File: src/rtl/stage_pkg.sv
// rtl/stage_pkg.sv - phase codes, phase type and width helpers for stage_seq
package stage_pkg;

    typedef enum logic [2:0] {
        PH_OPENING   = 3'd0,
        PH_BANNER    = 3'd1,
        PH_PLAY      = 3'd2,
        PH_GAME_OVER = 3'd3,
        PH_FINISH    = 3'd4
    } phase_t;

    // Width needed to hold stage numbers 0..n
    function automatic int stage_w(input int n);
        return $clog2(n + 1);
    endfunction

    // Width needed to hold life counts 0..n
    function automatic int life_w(input int n);
        return $clog2(n + 1);
    endfunction

endpackage

File: src/rtl/stage_timer.sv
// rtl/stage_timer.sv - loadable saturating down-counter with done flag
module stage_timer #(
    parameter int W = 3
) (
    input  logic         clk,
    input  logic         reset,
    input  logic         load,
    input  logic [W-1:0] load_val,
    output logic         done
);

    logic [W-1:0] count;

    // Load on phase entry, otherwise count down and stick at zero
    always_ff @(posedge clk or posedge reset) begin
        if (reset) begin
            count <= '0;
        end else if (load) begin
            count <= load_val;
        end else if (count != '0) begin
            count <= count - W'(1);
        end
    end

    assign done = (count == '0);

endmodule

File: src/rtl/stage_seq.sv
// rtl/stage_seq.sv - game stage sequencer: opening, banner, play, game over, finish
module stage_seq
    import stage_pkg::*;
#(
    parameter int NUM_STAGES    = 3,
    parameter int LIVES         = 3,
    parameter int BANNER_CYCLES = 4,
    parameter int END_CYCLES    = 8
) (
    input  logic                             clk,
    input  logic                             reset,
    input  logic                             start,
    input  logic [stage_w(NUM_STAGES)-1:0]   sel_stage,
    input  logic                             stage_clear,
    input  logic                             player_hit,
    input  logic                             ack,
    input  logic                             abort,
    output logic [2:0]                       phase,
    output logic [stage_w(NUM_STAGES)-1:0]   cur_stage,
    output logic [life_w(LIVES)-1:0]         lives,
    output logic                             stage_start
);

    localparam int STAGE_W = stage_w(NUM_STAGES);
    localparam int LIFE_W  = life_w(LIVES);
    localparam int TMAX    = (BANNER_CYCLES > END_CYCLES) ? BANNER_CYCLES : END_CYCLES;
    localparam int TIMER_W = $clog2(TMAX + 1);

    localparam logic [STAGE_W-1:0] LAST_STAGE = STAGE_W'(NUM_STAGES);
    localparam logic [STAGE_W-1:0] ONE_STAGE  = STAGE_W'(1);
    localparam logic [LIFE_W-1:0]  FULL_LIVES = LIFE_W'(LIVES);
    localparam logic [LIFE_W-1:0]  ONE_LIFE   = LIFE_W'(1);

    phase_t               phase_q, phase_d;
    logic [STAGE_W-1:0]   stage_d;
    logic [LIFE_W-1:0]    lives_d;
    logic                 start_d;
    logic                 t_load;
    logic [TIMER_W-1:0]   t_val;
    logic                 t_done;

    stage_timer #(.W(TIMER_W)) u_timer (
        .clk      (clk),
        .reset    (reset),
        .load     (t_load),
        .load_val (t_val),
        .done     (t_done)
    );

    // State and output registers
    always_ff @(posedge clk or posedge reset) begin
        if (reset) begin
            phase_q     <= PH_OPENING;
            cur_stage   <= '0;
            lives       <= '0;
            stage_start <= 1'b0;
        end else begin
            phase_q     <= phase_d;
            cur_stage   <= stage_d;
            lives       <= lives_d;
            stage_start <= start_d;
        end
    end

    // Next phase, stage, lives and timer reload on every phase entry
    always_comb begin
        phase_d = phase_q;
        stage_d = cur_stage;
        lives_d = lives;
        start_d = 1'b0;
        t_load  = 1'b0;
        t_val   = '0;

        if (abort) begin
            phase_d = PH_OPENING;
            stage_d = '0;
            lives_d = '0;
        end else begin
            case (phase_q)
                PH_OPENING: begin
                    if (start) begin
                        phase_d = PH_BANNER;
                        lives_d = FULL_LIVES;
                        if (sel_stage == '0 || sel_stage > LAST_STAGE) begin
                            stage_d = ONE_STAGE;
                        end else begin
                            stage_d = sel_stage;
                        end
                    end
                end
                PH_BANNER: begin
                    if (t_done) begin
                        phase_d = PH_PLAY;
                        start_d = 1'b1;
                    end
                end
                PH_PLAY: begin
                    // A clear outranks a hit arriving in the same cycle
                    if (stage_clear) begin
                        if (cur_stage < LAST_STAGE) begin
                            stage_d = cur_stage + ONE_STAGE;
                            phase_d = PH_BANNER;
                        end else begin
                            phase_d = PH_FINISH;
                        end
                    end else if (player_hit) begin
                        if (lives > ONE_LIFE) begin
                            lives_d = lives - ONE_LIFE;
                            phase_d = PH_BANNER;
                        end else begin
                            lives_d = '0;
                            phase_d = PH_GAME_OVER;
                        end
                    end
                end
                PH_GAME_OVER, PH_FINISH: begin
                    if (ack || t_done) begin
                        phase_d = PH_OPENING;
                        stage_d = '0;
                        lives_d = '0;
                    end
                end
                default: begin
                    phase_d = PH_OPENING;
                    stage_d = '0;
                    lives_d = '0;
                end
            endcase
        end

        if (abort || phase_d != phase_q) begin
            t_load = 1'b1;
            case (phase_d)
                PH_BANNER:              t_val = TIMER_W'(BANNER_CYCLES - 1);
                PH_GAME_OVER, PH_FINISH: t_val = TIMER_W'(END_CYCLES - 1);
                default:                t_val = '0;
            endcase
        end
    end

    assign phase = phase_q;

endmodule

File: config.mk
export PLATFORM = sky130hd
export DESIGN_NAME = stage_seq
export DESIGN_NICKNAME = d
export VERILOG_FILES = /design/src/rtl/stage_pkg.sv /design/src/rtl/stage_timer.sv /design/src/rtl/stage_seq.sv
export SDC_FILE = /design/constraint.sdc
export NUM_CORES = 1
export LEC_CHECK = 0
export ABC_AREA = 1
export CAP_MARGIN = 10
export CORE_MARGIN = 3
export CORE_UTILIZATION = 50
export CTS_CLUSTER_DIAMETER = 100
export DETAILED_ROUTE_END_ITERATION = 6
export MAX_ROUTING_LAYER = met4
export PLACE_DENSITY_LB_ADDON = 0.05
export SYNTH_ARGS = -nofsm -noshare
export SYNTH_HDL_FRONTEND = slang
export SYNTH_SLANG_ARGS = --single-unit
File: constraint.sdc
create_clock -name clk -period 1.8 [get_ports clk]
set_input_delay 0.27 -clock clk [delete_from_list [all_inputs] [get_ports clk]]
set_output_delay 0.27 -clock clk [all_outputs]
set_load 0.02 [all_outputs]
==> key figures, run 1 <==
Run status
  – Status: finished clean

Worst setup path
  – Max incr delay on CP: 670 ps
  – Worst setup SP type: flip-flop
  – Crit-path cells: clkdlybuf4s50_1
  – R2r setup slk: 130 ps
  – Buffers & Inverters on Critical Path: 1
  – CP Max Fanout: 7
  – Depth of the worst register-to-register path: 14
  – CP max-delay cell: clkdlybuf4s50_1
  – CP required: 1530 ps
  – Cell family with most CP delay: buffers and inverters
  – Worst EP arrival: 1480 ps
  – Crit path from: phase[2]
  – Reg2reg start: phase[1]
  – CP Capture Type: primary output
  – CP Class: flip-flop to primary output
  – Reg2reg end: u_timer.count[2]

Clocking
  – Total CTS buffers: 3
  – CTS Hold Bufs: 0
  – Htree depth: 1
  – Clock Tree Root: clkbuf_4
  – # clock sinks: 12
  – Clock latency on the worst-skew pair: 280 ps
  – Clock Pin Slew Worst Setup and Hold Paths: around 90 ps
  – Clk buf depth: 2
  – CTS tree: yes

STA
  – Setup TNS: 0 ps
  – Final Hold Slack: approximately 300 ps
  – Min cycle time layout: 1750 ps
  – Worst slew margin: 0.686
  – Setup Viol. Count Final: 0
  – Setup slack after layout: 48.9 ps
  – Highest clock rate: 0.571 GHz
  – Tightest Pin Transition: roughly 470 ps
  – Hold Vio Cnt, Final: 0
  – Max Slew Vio Count: 0
  – Fin Clk Skew: just over 10 ps
  – Period utilisation layout: 0.973

Routing
  – Post-DRT Antenna Nets: 0
  – Vias: 915
  – DRT iter0 DRCs: 38
  – DRC Markers: 0
  – First drt pass iteration count: 4
  – Final WL: about 2100 um
  – Via/cell ratio: 5.03
  – Routed len/inst: 11.7 um

GRT
  – GRT Util Overall: 0.224
  – Remaining Overflow, GRT: 0
  – Initial antenna violation count: 0
  – Largest net degree at the start of global routing: 13
  – First-pass GRT wire length: 3460 um
  – Vias in the first global route: about 810

Yosys
  – Syn Std Cell Area: 887 um2
  – Ys Warns: 0
  – Syn Area/Cell: 6.88 um2
  – Synthesized Nets: 140
  – #FFs+latches synth: 12
  – Synth Instances: 129
  – Seq/Total Area, Yosys: 0.339
  – Distinct cells, synth: 25

Placed design
  – Port bufs: 16
  – Pre-CTS setup slack: -41.3 ps
  – GPL Wtd Cong: 0.850
  – Placed wire-length estimate: 1620 um

Floorplan
  – Die area: 0.00232 mm2
  – Core Box Area: ~0.0016 mm2
  – Initial Utilization: 0.557
  – I/O pins: 17
  – Chip Height: 48.1 um
  – Die Width: 48.1 um
  – Row count: 14

Finish
  – Most common cell after layout, fill and taps aside: nand2_1
  – Number of diodes: 0
  – Fillers: 129
  – Layout area overhead: 37.8%
  – Leading cell types in the layout, fill and taps excluded: nand2_1 (28), inv_1 (17), clkdlybuf4s50_1 (16), nor2_1 (12), dfrtp_1 (11)
  – Share of cells above drive strength 1: 0.278
  – Nets: 170

Power
  – LEAKAGE: 0.628 nW
  – Worst VDD drop: roughly 750 uV
  – P per Cell Area: ~1200 mW/mm2

Job
  – Max Cap Viol: 0

Min path
  – HP Class: input pin to asynchronous set/reset pin
-- worst max-delay path by stage --
stage                  endpoint  slack, ps  cells past startpoint
2_1_floorplan  u_timer.count[2]        170                     13
3_3_place_gp   u_timer.count[2]        -20                     14
3_5_place_dp   u_timer.count[2]        -40                     14
4_1_cts        u_timer.count[2]          2                     13
5_1_grt        u_timer.count[2]        -40                     14
6_report               phase[2]         50                      1
-- registers in the layout, indices dropped and copies added, names as in the netlist --
name           cells
cur_stage          2
stage_start        1
u_timer.count      4
phase              3
lives              2
-- synth_stat cells (all sizes together) --
| master | count | area, um2 |
|---|---|---|
| inv | 24 | 90.1 |
| or2 | 1 | 6.26 |
| xor2 | 1 | 8.76 |
| o21ai | 12 | 63.8 |
| clkinv | 1 | 3.75 |
| a22o | 1 | 8.76 |
| nand3b | 1 | 7.51 |
| nand4 | 1 | 6.26 |
| buf | 1 | 11.3 |
| o21bai | 1 | 7.51 |
| o31ai | 3 | 22.5 |
| a21oi | 4 | 23.8 |
| nand2 | 39 | 171 |
| ha | 2 | 25.0 |
| nand3 | 9 | 62.6 |
| nor2 | 16 | 67.6 |
| dfrtp | 12 | 300 |
-- metrics by stage --
stage	total power, W	area [um2]	cells	util
after detailed placement	0.00115	1130	176	0.706
after CTS	0.00138	1160	180	0.729
after global routing	0.00160	1220	182	0.767
after floorplan	0.000880	887	129	-
after global placement	0.00113	1130	176	0.706
final	0.00148	1220	182	0.767
-- routing by layer --
| layer | routed length, um | track usage | vias up | part of all wire |
|---|---|---|---|---|
| met4 | 43 | 0.102 | 0 | 0.020 |
| met2 | 972 | 0.335 | 28 | 0.46 |
| met5 | 0 | - | - | 0 |
| met1 | 1010 | 0.291 | 416 | 0.47 |
| li1 | - | - | 464 | - |
| met3 | 108 | 0.0406 | 7 | 0.051 |
-- power by group --
part | internal (W) | leakage [nW] | total (W) | switching [W]
sequential | 0.000345 | 0.156 | 0.000404 | 0.0000591
combinational | 0.000377 | 0.451 | 0.000849 | 0.000472
clock | 0.000123 | 0.0210 | 0.000224 | 0.000101
-- logic make-up (layout without fill, tap and decap cells) --
kind of cell	count (synthesis)	count (layout)	synth area share
simple gates	67	67	0.362
buf+inv	26	55	0.118
compound gates	21	21	0.142
flops	12	12	0.339
fa+ha+maj	2	2	0.0282
xor+xnor	1	1	0.00987
-- cell type report --
class                           count  area, um2  share of cell area
Tap cell                           24       30.0              0.0246
Multi-Input combinational cell     91        522               0.427
Clock buffer                        4       36.3              0.0297
Inverter                           25       93.8              0.0768
Timing Repair Buffer               26        239               0.195
Sequential cell                    12        302               0.247
-- repair_timing --
| action | in CTS | in global routing |
|---|---|---|
| gates resized for setup | 0 | 13 |
| setup endpoints to repair | 0 | 4 |
| buffers inserted | 0 | 2 |
Power figures use the tool's default switching activity.
==> run 2, diff against run 1 <==
PLACE_DENSITY = 0.79   (was unset)
PLACE_DENSITY_LB_ADDON = unset   (was 0.05)
==> run 2 against run 1 <==
  * Core utilization shrank 0.63 points
  * Register-to-register slack is essentially flat
  * Critical endpoint unchanged
  * First-iteration DRC count is 18% lower
  * Largest power group unchanged
  * Sequential share of layout area rose by 0.20 points
  * Die area is the same
  * Cell area down 0.82%
  * Clock power about the same
  * Largest cell class unchanged
==> key figures, run 2 (synthesized netlist as in run 1, its figures left out) <==
Routing
  – Via/cell ratio: between 5 and 6
  – Routed len/inst: about 11 um
  – First drt pass iteration count: 4
  – DRT iter0 DRCs: 31
  – Vias: 916
  – DRC Markers: 0
  – Final WL: a little over 2000 um
  – Post-DRT Antenna Nets: 0

Floorplan
  – Initial Utilization: 0.557
  – I/O pins: 17
  – Chip Height: just under 50 um
  – Row count: 14
  – Die area: 0.00232 mm2
  – Core Box Area: 0.00159 mm2
  – Die Width: 48.1 um

Power
  – Sw Share: 0.434
  – Register share of total power: 0.278
  – Sw Pwr: 0.000629 W
  – Worst VDD drop: roughly 620 uV
  – Clk network pwr share: 0.157
  – P per Cell Area: 1200 mW/mm2
  – LEAKAGE: between 0.6 and 0.7 nW
  – Int Pwr: ~0.0008 W
  – Comb pwr share: 0.565

Clocking
  – Clock latency on the worst-skew pair: approximately 280 ps
  – CTS Hold Bufs: 0
  – Htree depth: 1
  – Clock Tree Root: clkbuf_4
  – Clk buf depth: 2
  – # clock sinks: 12
  – Total CTS buffers: 3
  – CTS tree: yes
  – Clock Pin Slew Worst Setup and Hold Paths: 90 ps

Finish
  – Top reg by flops: u_timer.count
  – Nets: 169
  – Final Util: 0.761
  – Share of cells above drive strength 1: 0.274
  – Max reg flops: 4
  – Leading cell types in the layout, fill and taps excluded: nand2_1 (28), inv_1 (17), clkdlybuf4s50_1 (16), nor2_1 (12), dfrtp_1 (11)
  – Layout area overhead: 36.7%
  – Most common cell after layout, fill and taps aside: nand2_1
  – Number of diodes: 0

Worst setup path
  – Worst setup SP type: flip-flop
  – CP Class: flip-flop to primary output
  – Worst EP arrival: 1480 ps
  – Crit-path cells: clkdlybuf4s50_1
  – CP Max Fanout: 7
  – CP required: 1530 ps
  – CP Capture Type: primary output
  – Cell family with most CP delay: buffers and inverters
  – Max incr delay on CP: 670 ps
  – CP max-delay cell: clkdlybuf4s50_1
  – Buffers & Inverters on Critical Path: 1

STA
  – Tightest Pin Transition: 448 ps
  – Setup Viol. Count Final: 0
  – Max Slew Vio Count: 0
  – Period utilisation layout: 0.974
  – Fin Clk Skew: roughly 9 ps
  – Min cycle time layout: 1750 ps
  – Highest clock rate: between 0.5 and 0.6 GHz
  – Setup TNS: 0 ps
  – Worst slew margin: 0.701
  – Hold Vio Cnt, Final: 0

GRT
  – First-pass GRT wire length: 3440 um
  – Largest net degree at the start of global routing: 13
  – Initial antenna violation count: 0
  – GRT Util Overall: 0.219
  – Remaining Overflow, GRT: 0
  – Vias in the first global route: 852

Min path
  – HP Class: input pin to asynchronous set/reset pin

Run status
  – Status: finished clean

Placed design
  – GPL Wtd Cong: 0.835
  – Port bufs: 16
  – Placed wire-length estimate: 1550 um

Job
  – Max Cap Viol: 0
run 2: stage by stage:
step	cell area, um2	worst slack (ps)	instances	hold slack [ps]	power, W
after floorplan	887	171	129	135	0.000880
after global placement	1120	4.81	175	513	0.00110
after detailed placement	1120	-57.4	175	521	0.00111
after CTS	1150	15.1	179	308	0.00135
after global routing	1210	-13.4	181	341	0.00157
final	1210	46.6	181	283	0.00145
run 2: power groups by stage:
stage / sequential (W) / clock [W] / combinational, W
2_1_floorplan: 0.000446 / 0 / 0.000434
3_3_place_gp: 0.000403 / 0 / 0.000698
3_5_place_dp: 0.000405 / 0 / 0.000709
4_1_cts: 0.000399 / 0.000229 / 0.000718
5_1_grt: 0.000414 / 0.000242 / 0.000914
6_report: 0.000403 / 0.000227 / 0.000819
run 2: routing by layer:
| metal | share of wire | GRT usage | vias up |
|---|---|---|---|
| li1 | - | - | 464 |
| met1 | 0.46 | 0.277 | 405 |
| met2 | 0.47 | 0.338 | 38 |
| met3 | 0.042 | 0.0406 | 9 |
| met4 | 0.025 | 0.0968 | 0 |
| met5 | 0 | - | - |
run 2: repair_timing:
item                       4_1_cts  5_1_grt
setup endpoints to repair        0        4
resized for setup                0       12
setup buffers                    0        2
run 2: final timing paths:
path	from	to	slack, ps	depth (start not counted)
setup / recovery	phase[2]	phase[2]	50	1
setup reg to reg	u_timer.count[0]	u_timer.count[0]	120	13
hold reg to reg	lives[0]	lives[0]	550	2
min in group clk	lives[0]	lives[0]	550	2
hold / removal	reset	phase[1]	280	2
max in group asynchronous	reset	phase[0]	1170	2
run 2: cell type report:
class / instances / area, um2
repair buffers: 25 / 228
clock buffers: 4 / 36.3
inverters: 25 / 93.8
fillers: 124 / 382
flip-flops and latches: 12 / 302
well taps: 24 / 30.0
multi-input cells: 91 / 523
==> run 3, diff against run 2 <==
ABC_AREA = unset   (was 1)
PLACE_DENSITY = 0.8   (was 0.79)
==> run 3 against run 2 <==
  * The flow now finishes with violations (negative setup slack)
  * Area after synthesis shrank 2.8%
  * Combinational power increased by 27%
  * Fmax shrank 12%
  * Synthesized cell count decreased by 25%
  * Clock power shrank 20%
  * Global-route usage increased by 5.3 points
  * Largest power group unchanged
==> key figures, run 3 <==
Power
  – LEAKAGE: 0.620 nW
  – Worst VDD drop: 787 uV
  – Final Power: 0.00164 W
  – P per Cell Area: ~1300 mW/mm2

Yosys
  – Top-count cell post-synth: dfrtp_1
  – Synth cell count leaders: dfrtp_1 (12), inv_1 (9), nor2_1 (9)
  – Ranking of synthesized cells by area: dfrtp_1 (35%), mux2i_1 (4.6%), inv_1 (3.9%)
  – Async S/R FF share, synth: 1.00
  – Synth Instances: 97
  – Syn Area/Cell: 8.89 um2
  – Distinct cells, synth: 41
  – Yosys top cell area share: 0.348
  – Post-synth EDFFs: 0
  – Ys Warns: 0
  – Top FF cell, synth: dfrtp_1
  – Post-synth top area cell: dfrtp_1
  – Synthesized Nets: around 110
  – Seq/Total Area, Yosys: 0.348
  – #FFs+latches synth: 12
  – Syn Std Cell Area: 862 um2

GRT
  – Vias in the first global route: 893
  – First-pass GRT wire length: 4060 um
  – Initial antenna violation count: 0
  – GRT Util Overall: 0.273
  – Largest net degree at the start of global routing: 16
  – Remaining Overflow, GRT: 0

Min path
  – HP Class: input pin to asynchronous set/reset pin

STA
  – Max Slew Vio Count: 0
  – Setup Viol. Count Final: 7
  – Min cycle time layout: 1990 ps
  – Tightest Pin Transition: between 400 and 500 ps
  – Setup TNS: -781 ps
  – Fin Clk Skew: around 10 ps
  – Highest clock rate: 0.502 GHz
  – Period utilisation layout: 1.11
  – Hold Vio Cnt, Final: 0
  – Worst slew margin: 0.679
  – Setup slack after layout: -191 ps
  – RSZ-0062 raised after global routing: true

Finish
  – Share of cells above drive strength 1: 0.340
  – Max reg flops: 4
  – Nets: 153
  – Fillers: 96
  – Top reg by flops: u_timer.count
  – Leading cell types in the layout, fill and taps excluded: buf_4 (28), clkdlybuf4s50_1 (15), dfrtp_1 (11), nor2_1 (9), inv_1 (7)
  – Number of diodes: 0
  – Layout area overhead: 51.4%
  – Most common cell after layout, fill and taps aside: buf_4
  – Fin cells: 157
  – Final Util: 0.837

Floorplan
  – Die Width: 47.5 um
  – Die area: ~0.0023 mm2
  – Initial Utilization: 0.553
  – I/O pins: 17
  – Chip Height: around 48 um
  – Core Box Area: 0.00156 mm2
  – Row count: 14

Worst setup path
  – Worst EP arrival: 2150 ps
  – CP Max Fanout: 4
  – Buffers & Inverters on Critical Path: 1
  – Max incr delay on CP: 460 ps
  – CP Depth: 7
  – Crit-path cells: inv_2 > ha_4 > or3b_4 > a41oi_2 > a221oi_2 > a2111o_1 > mux2i_1
  – Depth of the worst register-to-register path: 7
  – CP max-delay cell: a2111o_1
  – Worst setup SP type: flip-flop
  – CP required: 1960 ps
  – CP Class: flip-flop to flip-flop
  – Cell family with most CP delay: compound AO/OA/AOI/OAI gates
  – CP Capture Type: flip-flop

Placed design
  – Placed wire-length estimate: 1890 um
  – Pre-CTS setup slack: -352 ps
  – GPL Wtd Cong: 0.894
  – Port bufs: 16
  – Dpl cells: 151

Clocking
  – Htree depth: 1
  – Clock Tree Root: clkbuf_4
  – Clock Pin Slew Worst Setup and Hold Paths: ~80 ps
  – Total CTS buffers: 3
  – CTS Hold Bufs: 0
  – # clock sinks: 12
  – Clock latency on the worst-skew pair: between 200 and 300 ps
  – Clk buf depth: 2
  – CTS tree: yes

Job
  – Max Cap Viol: 0

Routing
  – First drt pass iteration count: 4
  – Post-DRT Antenna Nets: 0
  – Final WL: 2450 um
  – Vias: 941
  – Via/cell ratio: 5.99
  – DRC Markers: 0
  – Routed len/inst: between 15 and 20 um
  – DRT iter0 DRCs: 35

Run status
  – Failing checks: negative setup slack
  – Status: finished with violations
-- run 3: final timing paths --
check / start / endpoint / slack [ps]
max reg2reg: u_timer.count[1] / u_timer.count[0] / -190
min reg2reg: lives[0] / lives[0] / 540
max: u_timer.count[1] / u_timer.count[0] / -190
max in group asynchronous: reset / phase[2] / 1150
min in group clk: lives[0] / lives[0] / 540
min: reset / u_timer.count[2] / 300
-- run 3: kinds of logic after synthesis --
| logic type | after synthesis | share of synthesized area |
|---|---|---|
| AO/OA/AOI/OAI | 29 | 0.253 |
| XOR/XNOR | 1 | 0.0102 |
| adder cells (fa/ha/maj) | 2 | 0.0290 |
| buffers and inverters | 14 | 0.0668 |
| flip-flops | 12 | 0.348 |
| multiplexers | 6 | 0.0726 |
| AND/OR/NAND/NOR | 33 | 0.221 |
-- run 3: power breakdown --
group          total [W]  switching, W  internal (W)
clock network   0.000182     0.0000963     0.0000861
logic            0.00104      0.000506      0.000532
registers       0.000419     0.0000680      0.000351
total            0.00164      0.000670      0.000969
-- run 3: per-layer routing --
metal / track usage / part of all wire
met1: 0.341 / 0.44
met2: 0.428 / 0.49
met3: 0.0714 / 0.055
met5: - / 0
met4: 0.0829 / 0.017
-- run 3: cell type report --
cell class / count / area (um2) / share of cell area
multi-input combinational: 71 / 539 / 0.413
sequential: 12 / 302 / 0.231
clock buffer: 4 / 26.3 / 0.0201
timing repair buffer: 45 / 384 / 0.294
tap: 16 / 20.0 / 0.0153
inverter: 9 / 33.8 / 0.0259
-- run 3: stage by stage --
step	cell area (um2)	hold slack, ps
2_1_floorplan	892	135
3_3_place_gp	1250	506
3_5_place_dp	1250	517
4_1_cts	1300	319
5_1_grt	1310	345
6_report	1310	300
-- run 3: what timing repair did --
action,4_1_cts,5_1_grt
setup buffers,2,0
setup endpoints to repair,7,10
resized for setup,2,4
